<file path="src/rtl/cdb_arbiter_if.sv">
// rtl/cdb_arbiter_if.sv - result-producer and CDB signal bundle for cdb_arbiter
//
// Ports grouped here:
//   flush      : synchronous pipeline flush
//   src_valid  : per-source result valid            [NUM_SRC]
//   src_tag    : per-source target tag, source i at [i*TAG_W +: TAG_W]
//   src_data   : per-source result, source i at     [i*DATA_W +: DATA_W]
//   src_ready  : per-source holding FIFO not full   [NUM_SRC]
//   cdb_valid  : CDB carries a result
//   cdb_tag    : broadcast target tag
//   cdb_data   : broadcast result
//   cdb_src    : index of the granted source
//   rob_ready  : ROB accepts the CDB word this cycle
// master = producers/ROB side, slave = arbiter side.

interface cdb_arbiter_if #(
    parameter int NUM_SRC = 4,
    parameter int TAG_W   = 5,
    parameter int DATA_W  = 32
);
    localparam int SRC_W = (NUM_SRC > 1) ? $clog2(NUM_SRC) : 1;

    logic                      flush;
    logic [NUM_SRC-1:0]        src_valid;
    logic [NUM_SRC*TAG_W-1:0]  src_tag;
    logic [NUM_SRC*DATA_W-1:0] src_data;
    logic [NUM_SRC-1:0]        src_ready;
    logic                      cdb_valid;
    logic [TAG_W-1:0]          cdb_tag;
    logic [DATA_W-1:0]         cdb_data;
    logic [SRC_W-1:0]          cdb_src;
    logic                      rob_ready;

    modport master (
        output flush, src_valid, src_tag, src_data, rob_ready,
        input  src_ready, cdb_valid, cdb_tag, cdb_data, cdb_src
    );

    modport slave (
        input  flush, src_valid, src_tag, src_data, rob_ready,
        output src_ready, cdb_valid, cdb_tag, cdb_data, cdb_src
    );
endinterface

</file>
<file path="src/rtl/cdb_arbiter.sv">
// rtl/cdb_arbiter.sv - round-robin arbiter sharing the common data bus among result producers
//
// Each source pushes (tag, result) pairs into a private circular FIFO. One FIFO
// head per cycle is granted round-robin and loaded into the registered CDB
// output toward the ROB. The ROB can stall the bus; flush drops everything.
//
// Ports:
//   clk : clock, rising edge
//   rst : asynchronous active-high reset
//   bus : cdb_arbiter_if.slave (flush, src_valid/tag/data, src_ready,
//         cdb_valid/tag/data/src, rob_ready)

module cdb_arbiter #(
    parameter int               NUM_SRC     = 4,
    parameter int               TAG_W       = 5,
    parameter int               DATA_W      = 32,
    parameter int               FIFO_DEPTH  = 2,
    parameter logic [TAG_W-1:0] TAG_INVALID = '1
) (
    input  logic          clk,
    input  logic          rst,
    cdb_arbiter_if.slave  bus
);
    localparam int SRC_W = (NUM_SRC > 1) ? $clog2(NUM_SRC) : 1;
    localparam int PTR_W = $clog2(FIFO_DEPTH);
    localparam int CNT_W = $clog2(FIFO_DEPTH + 1);

    // (p + k) mod NUM_SRC for k < NUM_SRC; a single subtraction suffices.
    function automatic logic [SRC_W-1:0] src_inc(input logic [SRC_W-1:0] p, input int k);
        int s;
        s = int'(p) + k;
        if (s >= NUM_SRC) s = s - NUM_SRC;
        return SRC_W'(s);
    endfunction

    // FIFO storage and bookkeeping
    logic [TAG_W-1:0]  mem_tag_q  [NUM_SRC][FIFO_DEPTH];
    logic [DATA_W-1:0] mem_data_q [NUM_SRC][FIFO_DEPTH];
    logic [PTR_W-1:0]  rd_ptr_q [NUM_SRC];
    logic [PTR_W-1:0]  rd_ptr_d [NUM_SRC];
    logic [PTR_W-1:0]  wr_ptr_q [NUM_SRC];
    logic [PTR_W-1:0]  wr_ptr_d [NUM_SRC];
    logic [CNT_W-1:0]  count_q  [NUM_SRC];
    logic [CNT_W-1:0]  count_d  [NUM_SRC];

    // Arbitration and output register
    logic [SRC_W-1:0]  rr_ptr_q, rr_ptr_d;
    logic              cdb_valid_q, cdb_valid_d;
    logic [TAG_W-1:0]  cdb_tag_q, cdb_tag_d;
    logic [DATA_W-1:0] cdb_data_q, cdb_data_d;
    logic [SRC_W-1:0]  cdb_src_q, cdb_src_d;

    logic [NUM_SRC-1:0] src_ready;
    logic [NUM_SRC-1:0] push;
    logic [NUM_SRC-1:0] pop;
    logic               out_free;
    logic               grant_found;
    logic [SRC_W-1:0]   grant;
    logic [SRC_W-1:0]   cand;

    // Ready comes from registered count only: a full FIFO stays not-ready even
    // in a cycle where it is popped, so ready never depends on rob_ready.
    always_comb begin
        src_ready = '0;
        push      = '0;
        for (int i = 0; i < NUM_SRC; i++) begin
            src_ready[i] = count_q[i] < CNT_W'(FIFO_DEPTH);
            push[i]      = bus.src_valid[i] && src_ready[i] && !bus.flush &&
                           (bus.src_tag[i*TAG_W +: TAG_W] != TAG_INVALID);
        end
    end

    // Output register can take a new word when empty or when the ROB is
    // taking the current one this cycle.
    assign out_free = !cdb_valid_q || bus.rob_ready;

    // Scan from rr_ptr upward and take the first non-empty FIFO.
    always_comb begin
        grant_found = 1'b0;
        grant       = '0;
        cand        = '0;
        for (int k = 0; k < NUM_SRC; k++) begin
            cand = src_inc(rr_ptr_q, k);
            if (!grant_found && (count_q[cand] != '0)) begin
                grant_found = 1'b1;
                grant       = cand;
            end
        end
    end

    always_comb begin
        pop = '0;
        for (int i = 0; i < NUM_SRC; i++) begin
            pop[i] = out_free && grant_found && !bus.flush && (grant == SRC_W'(i));
        end
    end

    // FIFO pointer/count next state; pointers wrap naturally (power-of-two depth).
    always_comb begin
        for (int i = 0; i < NUM_SRC; i++) begin
            rd_ptr_d[i] = rd_ptr_q[i];
            wr_ptr_d[i] = wr_ptr_q[i];
            count_d[i]  = count_q[i];
            if (bus.flush) begin
                rd_ptr_d[i] = '0;
                wr_ptr_d[i] = '0;
                count_d[i]  = '0;
            end else begin
                if (push[i]) wr_ptr_d[i] = wr_ptr_q[i] + PTR_W'(1);
                if (pop[i])  rd_ptr_d[i] = rd_ptr_q[i] + PTR_W'(1);
                case ({push[i], pop[i]})
                    2'b10:   count_d[i] = count_q[i] + CNT_W'(1);
                    2'b01:   count_d[i] = count_q[i] - CNT_W'(1);
                    default: count_d[i] = count_q[i];
                endcase
            end
        end
    end

    // Output register and round-robin pointer next state. When stalled
    // (valid && !rob_ready) nothing changes; data/src hold when the bus idles.
    always_comb begin
        cdb_valid_d = cdb_valid_q;
        cdb_tag_d   = cdb_tag_q;
        cdb_data_d  = cdb_data_q;
        cdb_src_d   = cdb_src_q;
        rr_ptr_d    = rr_ptr_q;
        if (bus.flush) begin
            cdb_valid_d = 1'b0;
            cdb_tag_d   = TAG_INVALID;
            rr_ptr_d    = '0;
        end else if (out_free) begin
            if (grant_found) begin
                cdb_valid_d = 1'b1;
                cdb_tag_d   = mem_tag_q[grant][rd_ptr_q[grant]];
                cdb_data_d  = mem_data_q[grant][rd_ptr_q[grant]];
                cdb_src_d   = grant;
                rr_ptr_d    = src_inc(grant, 1);
            end else begin
                cdb_valid_d = 1'b0;
                cdb_tag_d   = TAG_INVALID;
            end
        end
    end

    always_ff @(posedge clk or posedge rst) begin
        if (rst) begin
            for (int i = 0; i < NUM_SRC; i++) begin
                rd_ptr_q[i] <= '0;
                wr_ptr_q[i] <= '0;
                count_q[i]  <= '0;
            end
            rr_ptr_q    <= '0;
            cdb_valid_q <= 1'b0;
            cdb_tag_q   <= TAG_INVALID;
            cdb_data_q  <= '0;
            cdb_src_q   <= '0;
        end else begin
            for (int i = 0; i < NUM_SRC; i++) begin
                rd_ptr_q[i] <= rd_ptr_d[i];
                wr_ptr_q[i] <= wr_ptr_d[i];
                count_q[i]  <= count_d[i];
            end
            rr_ptr_q    <= rr_ptr_d;
            cdb_valid_q <= cdb_valid_d;
            cdb_tag_q   <= cdb_tag_d;
            cdb_data_q  <= cdb_data_d;
            cdb_src_q   <= cdb_src_d;
        end
    end

    // Entry contents need no reset; validity is tracked by the counts.
    always_ff @(posedge clk) begin
        for (int i = 0; i < NUM_SRC; i++) begin
            if (push[i]) begin
                mem_tag_q[i][wr_ptr_q[i]]  <= bus.src_tag[i*TAG_W +: TAG_W];
                mem_data_q[i][wr_ptr_q[i]] <= bus.src_data[i*DATA_W +: DATA_W];
            end
        end
    end

    assign bus.src_ready = src_ready;
    assign bus.cdb_valid = cdb_valid_q;
    assign bus.cdb_tag   = cdb_tag_q;
    assign bus.cdb_data  = cdb_data_q;
    assign bus.cdb_src   = cdb_src_q;
endmodule
</file>
<file path="src/flat_wrapper.sv">
// flat-port wrapper written by rule: the top's interface ports become plain ports
module cdb_arbiter_flat 
#(
    parameter int               NUM_SRC     = 4,
    parameter int               TAG_W       = 5,
    parameter int               DATA_W      = 32,
    parameter int               FIFO_DEPTH  = 2,
    parameter logic [TAG_W-1:0] TAG_INVALID = '1
)
  (clk, rst, bus_flush, bus_src_valid, bus_src_tag, bus_src_data, bus_rob_ready, bus_src_ready, bus_cdb_valid, bus_cdb_tag, bus_cdb_data, bus_cdb_src);
  cdb_arbiter_if #(.NUM_SRC(NUM_SRC), .TAG_W(TAG_W), .DATA_W(DATA_W)) bus_i ();
  input  logic clk;
  input  logic rst;
  input wire logic [$bits(bus_i.flush)-1:0] bus_flush;
  input wire logic [$bits(bus_i.src_valid)-1:0] bus_src_valid;
  input wire logic [$bits(bus_i.src_tag)-1:0] bus_src_tag;
  input wire logic [$bits(bus_i.src_data)-1:0] bus_src_data;
  input wire logic [$bits(bus_i.rob_ready)-1:0] bus_rob_ready;
  output wire logic [$bits(bus_i.src_ready)-1:0] bus_src_ready;
  output wire logic [$bits(bus_i.cdb_valid)-1:0] bus_cdb_valid;
  output wire logic [$bits(bus_i.cdb_tag)-1:0] bus_cdb_tag;
  output wire logic [$bits(bus_i.cdb_data)-1:0] bus_cdb_data;
  output wire logic [$bits(bus_i.cdb_src)-1:0] bus_cdb_src;
  assign bus_i.flush = bus_flush;
  assign bus_i.src_valid = bus_src_valid;
  assign bus_i.src_tag = bus_src_tag;
  assign bus_i.src_data = bus_src_data;
  assign bus_i.rob_ready = bus_rob_ready;
  assign bus_src_ready = bus_i.src_ready;
  assign bus_cdb_valid = bus_i.cdb_valid;
  assign bus_cdb_tag = bus_i.cdb_tag;
  assign bus_cdb_data = bus_i.cdb_data;
  assign bus_cdb_src = bus_i.cdb_src;
  cdb_arbiter #(.NUM_SRC(NUM_SRC), .TAG_W(TAG_W), .DATA_W(DATA_W), .FIFO_DEPTH(FIFO_DEPTH), .TAG_INVALID(TAG_INVALID)) u_core (.clk(clk), .rst(rst), .bus(bus_i));
endmodule
</file>
<file path="config.mk">
export PLATFORM = sky130hd
export DESIGN_NAME = cdb_arbiter_flat
export DESIGN_NICKNAME = d
export VERILOG_FILES = /design/src/rtl/cdb_arbiter_if.sv /design/src/rtl/cdb_arbiter.sv /design/src/flat_wrapper.sv
export SDC_FILE = /design/constraint.sdc
export NUM_CORES = 1
export LEC_CHECK = 0
export BUFFER_PORTS_ARGS = -buffer_cell sky130_fd_sc_hd__buf_2
export CELL_PAD_IN_SITES_DETAIL_PLACEMENT = 0
export CELL_PAD_IN_SITES_GLOBAL_PLACEMENT = 2
export CORE_MARGIN = 5
export CORE_UTILIZATION = 43
export CTS_CLUSTER_SIZE = 24
export DETAILED_ROUTE_END_ITERATION = 6
export MAX_ROUTING_LAYER = met4
export PLACE_DENSITY = 0.9
export SLEW_MARGIN = 20
export SYNTH_ARGS = -nofsm -noshare
export SYNTH_HDL_FRONTEND = slang
export SYNTH_SLANG_ARGS = --single-unit
</file>
<file path="constraint.sdc">
create_clock -name clk -period 7.99 [get_ports clk]
set_input_delay 0.799 -clock clk [delete_from_list [all_inputs] [get_ports clk]]
set_output_delay 0.799 -clock clk [all_outputs]
set_load 0.005 [all_outputs]
</file>
==> summary.md <==
| Metric | Value |
|---|---|
| Setup violators final | `0` |
| DIE AREA | `36,600 um^2` |
| TritonCTS clock tree | `yes` |
| H-tree levels | `2` |
| Syn Inst Count | `982` |
| Synth area leader | `edfxtp_1` |
| Ys Warns | `0` |
| Crit path time final | `roughly 3.7 ns` |
| Hold Crit Class | `in -> reg` |
| DR WL/cell | `around 21 um` |
| Fmax achieved | `around 270 MHz` |
| CP arrival | `between 4 and 5 ns` |
| Final HPWL DP | `21,500 um` |
| Tcrit/Tclk final | `between 40% and 50%` |
| Synth top cells by count | `296 x edfxtp_1, 158 x nand2_1, 103 x nor2_1, 77 x mux2i_1, 53 x dfrtp_1` |
| Hold buffers post-CTS | `0` |
| Post-synth EDFFs | `296` |
| Post-synthesis async set-or-reset flop share | `between 10% and 20%` |
| RSZ-0062 raised after global routing | `false` |
| Worst setup EP type | `flip-flop` |
| Layout cells sized above 1 | `a little over a quarter` |
| Most numerous cell in the Yosys netlist | `edfxtp_1` |
| Post-Synth Adder-Cell Area | `0.354%` |
| Final hold violation count | `0` |
| Fin nets | `around 1,300` |
| Multi-input gate area | `3550 um^2` |
| Initial drt markers | `501` |
| Max stage delay on crit path | `approximately 0.78 ns` |
| Multiplexer share of the synthesized area | `8.56%` |
| 1st-pass router iterations | `5` |
| Fin. max-slew vios | `0` |
| Clk_lat worst skew | `just over 0.5 ns` |
| Cts bufs inserted | `38` |
| Netlist Area Pre-Place | `14,100 um^2` |
| #FFs+latches synth | `between 300 and 400` |
| Worst VDD drop | `between 0.2 and 0.25 mV` |
| Critical path cell sequence | `nor2_1 -> a2bb2oi_1 -> nand4_1 -> inv_2 -> buf_4 -> mux2_2 -> buf_4 -> a311o_1 -> a31oi_1` |
| Leak Pwr | `6.57 nW` |
| Worst slew margin | `around a third` |
| WS Path Type | `reg -> reg` |
| Area contributors post-synth | `edfxtp_1 63%, dfrtp_1 9.4%, mux2i_1 5.4%` |
| Synth cell types | `40` |
| FILL cells | `2,791` |
| Critical Path Source Type | `flip-flop` |
| FP Rows | `66` |
| Critical-path top delay cell | `mux2_2` |
| Die height | `approximately 190 um` |
| Hold slack | `approximately 0.48 ns` |
| Synth Area in Compound Gates | `under 10%` |
| Grt ovf | `0` |
| Clock tree root driver cell | `clkbuf_16` |
| Via-to-Cell Ratio | `5.23` |
| First-pass GRT wire length | `around 53,000 um` |
| Post-synthesis simple-gate area fraction | `a little under a tenth` |
| Sequential-to-total area share from yosys stat | `between 70% and 80%` |
| Pwr dens | `between 300 and 400 nW/um^2` |
| Vias | `about 8,700` |
| Most Frequent Cell on Critical Path | `buf_4` |
| Worst path bufs/invs | `3` |
| Largest net degree at the start of global routing | `between 70 and 80` |
| Syn avg cell area | `around 14 um^2` |
| Vias in the first global route | `between 9,000 and 10,000` |
| Status | `complete, no violations` |
| Maximum clock path buffer count | `3` |
| Setup TNS after final layout | `0 ns` |
| Maxcap violations | `0` |
| Total GRT Usage | `between 10% and 20%` |
| Post-Synth XOR/XNOR Area | `less than 1%` |
| I/O Buffers | `slightly below 200` |
| Post-CTS Setup Bufs | `0` |
| IO Pins | `200` |
| Main combinational cell family by area after synthesis | `simple AND/OR/NAND/NOR gates` |
| Residual DRC | `0` |
| CP top delay family | `buffers and inverters` |
| Worst-margin pin slew | `about 0.99 ns` |
| Routed Antenna Nets | `0` |
| Primary FF master, synth | `edfxtp_1` |
| Worst Skew | `about 0.012 ns` |
| Syn_nets | `between 1,000 and 1,500` |
| Worst-path maximum fanout | `approximately 80` |
| Core area | `between 30,000 and 40,000 um^2` |
| Starting Density | `between 40 and 50%` |
| Post-CTS sizing | `0` |
| Gpl congestion | `roughly 0.8` |
| Reg clk slew, reported paths | `0.06 ns` |
| Initial antenna violation count | `5` |
| Drt total wl | `~35,000 um` |
| Chip Width | `191 um` |
| P&R area growth vs syn | `18.8%` |
| Top cell type's share of synthesized area | `a little over three fifths` |
| Storage cell area | `approximately 10,000 um^2` |
| Clk sink count | `around 350` |
| Worst path required time | `8.32 ns` |
-- area by class of cell --
| type | count | area share, % |
|---|---|---|
| well taps | 442 | 3.29 |
| inverters | 11 | 0.246 |
| diodes | 5 | 0.0745 |
| flip-flops and latches | 354 | 61.6 |
| clock inverters | 18 | 0.834 |
| multi-input cells | 562 | 21.1 |
| clock buffers | 50 | 6.17 |
| repair buffers | 216 | 6.69 |
-- cell families after synthesis --
group                    after synthesis
flip-flops                           354
AND/OR/NAND/NOR                      329
multiplexers                         116
AO/OA/AOI/OAI                        101
buffers and inverters                 66
XOR/XNOR                              12
adder cells (fa/ha/maj)                4
-- cells in the final DEF (no fill, tap or decap), drive strengths merged, types with 4 or more instances in the layout --
cell type	count
a21oi	10
a311o	37
a31oi	38
and3	4
buf	216
clkbuf	50
clkinv	13
dfrtp	53
dfstp	5
diode	5
edfxtp	296
ha	4
inv	12
mux2	39
mux2i	77
nand2	158
nand3	44
nand3b	5
nor2	103
o21ai	10
xnor2	5
xor2	7
-- path summary, 6_finish.rpt --
check / startpoint / endpoint / slack [ns] / cells after the start
worst max-delay path: u_core.count_q[5] / u_core.bus.cdb_data[17] / 4.25 / 9
worst min-delay path: bus_src_data[64] / u_core.mem_data_q[2][0] / 0.48 / 1
max in group asynchronous: rst / u_core.bus.cdb_data[9] / 6.82 / 3
min in group asynchronous: rst / u_core.bus.cdb_data[29] / 0.58 / 3
worst min register to register: u_core.bus.cdb_tag[4] / u_core.bus.cdb_tag[4] / 0.51 / 2
worst max register to register: u_core.count_q[5] / u_core.bus.cdb_data[17] / 4.25 / 9
-- flip-flops by register name (all words and copies together) (netlist names) --
| signal | count |
|---|---|
| u_core.bus.cdb_src | 2 |
| u_core.rd_ptr_q | 4 |
| u_core.bus.cdb_tag | 5 |
| u_core.bus.cdb_data | 32 |
| u_core.mem_data_q | 256 |
| u_core.wr_ptr_q | 4 |
| u_core.count_q | 8 |
| u_core.rr_ptr_q | 2 |
| u_core.mem_tag_q | 40 |
| u_core.bus.cdb_valid | 1 |
-- per-stage QoR --
| step | worst slack (ns) | util (%) | cells | power [W] | area, um^2 |
|---|---|---|---|---|---|
| finish | 4.25 | 51.6 | 1658 | 0.00640 | 16800 |
| global route | 3.92 | 51.6 | 1658 | 0.00680 | 16800 |
| CTS | 4.24 | 51.6 | 1653 | 0.00647 | 16800 |
| detailed placement | 4.28 | 48.0 | 1585 | 0.00481 | 15600 |
| global placement | 4.40 | 48.0 | 1585 | 0.00478 | 15600 |
| floorplan | 4.39 | - | 982 | 0.00419 | 14100 |
-- power by group --
group | switching, W | internal [W] | total (W)
logic | 0.00145 | 0.000900 | 0.00235
registers | 0.000119 | 0.00228 | 0.00240
clock network | 0.000676 | 0.000978 | 0.00165
total | 0.00224 | 0.00416 | 0.00640
-- metal layers --
metal / track usage (%) / wire, um / up-vias
met2: 31.5 / 16900 / 263
li1: - / - / 4052
met1: 25.6 / 15200 / 4284
met5: - / 0 / -
met4: 6.77 / 1140 / 0
met3: 3.54 / 1970 / 66
No activity file was read; power rests on OpenSTA's default activity.
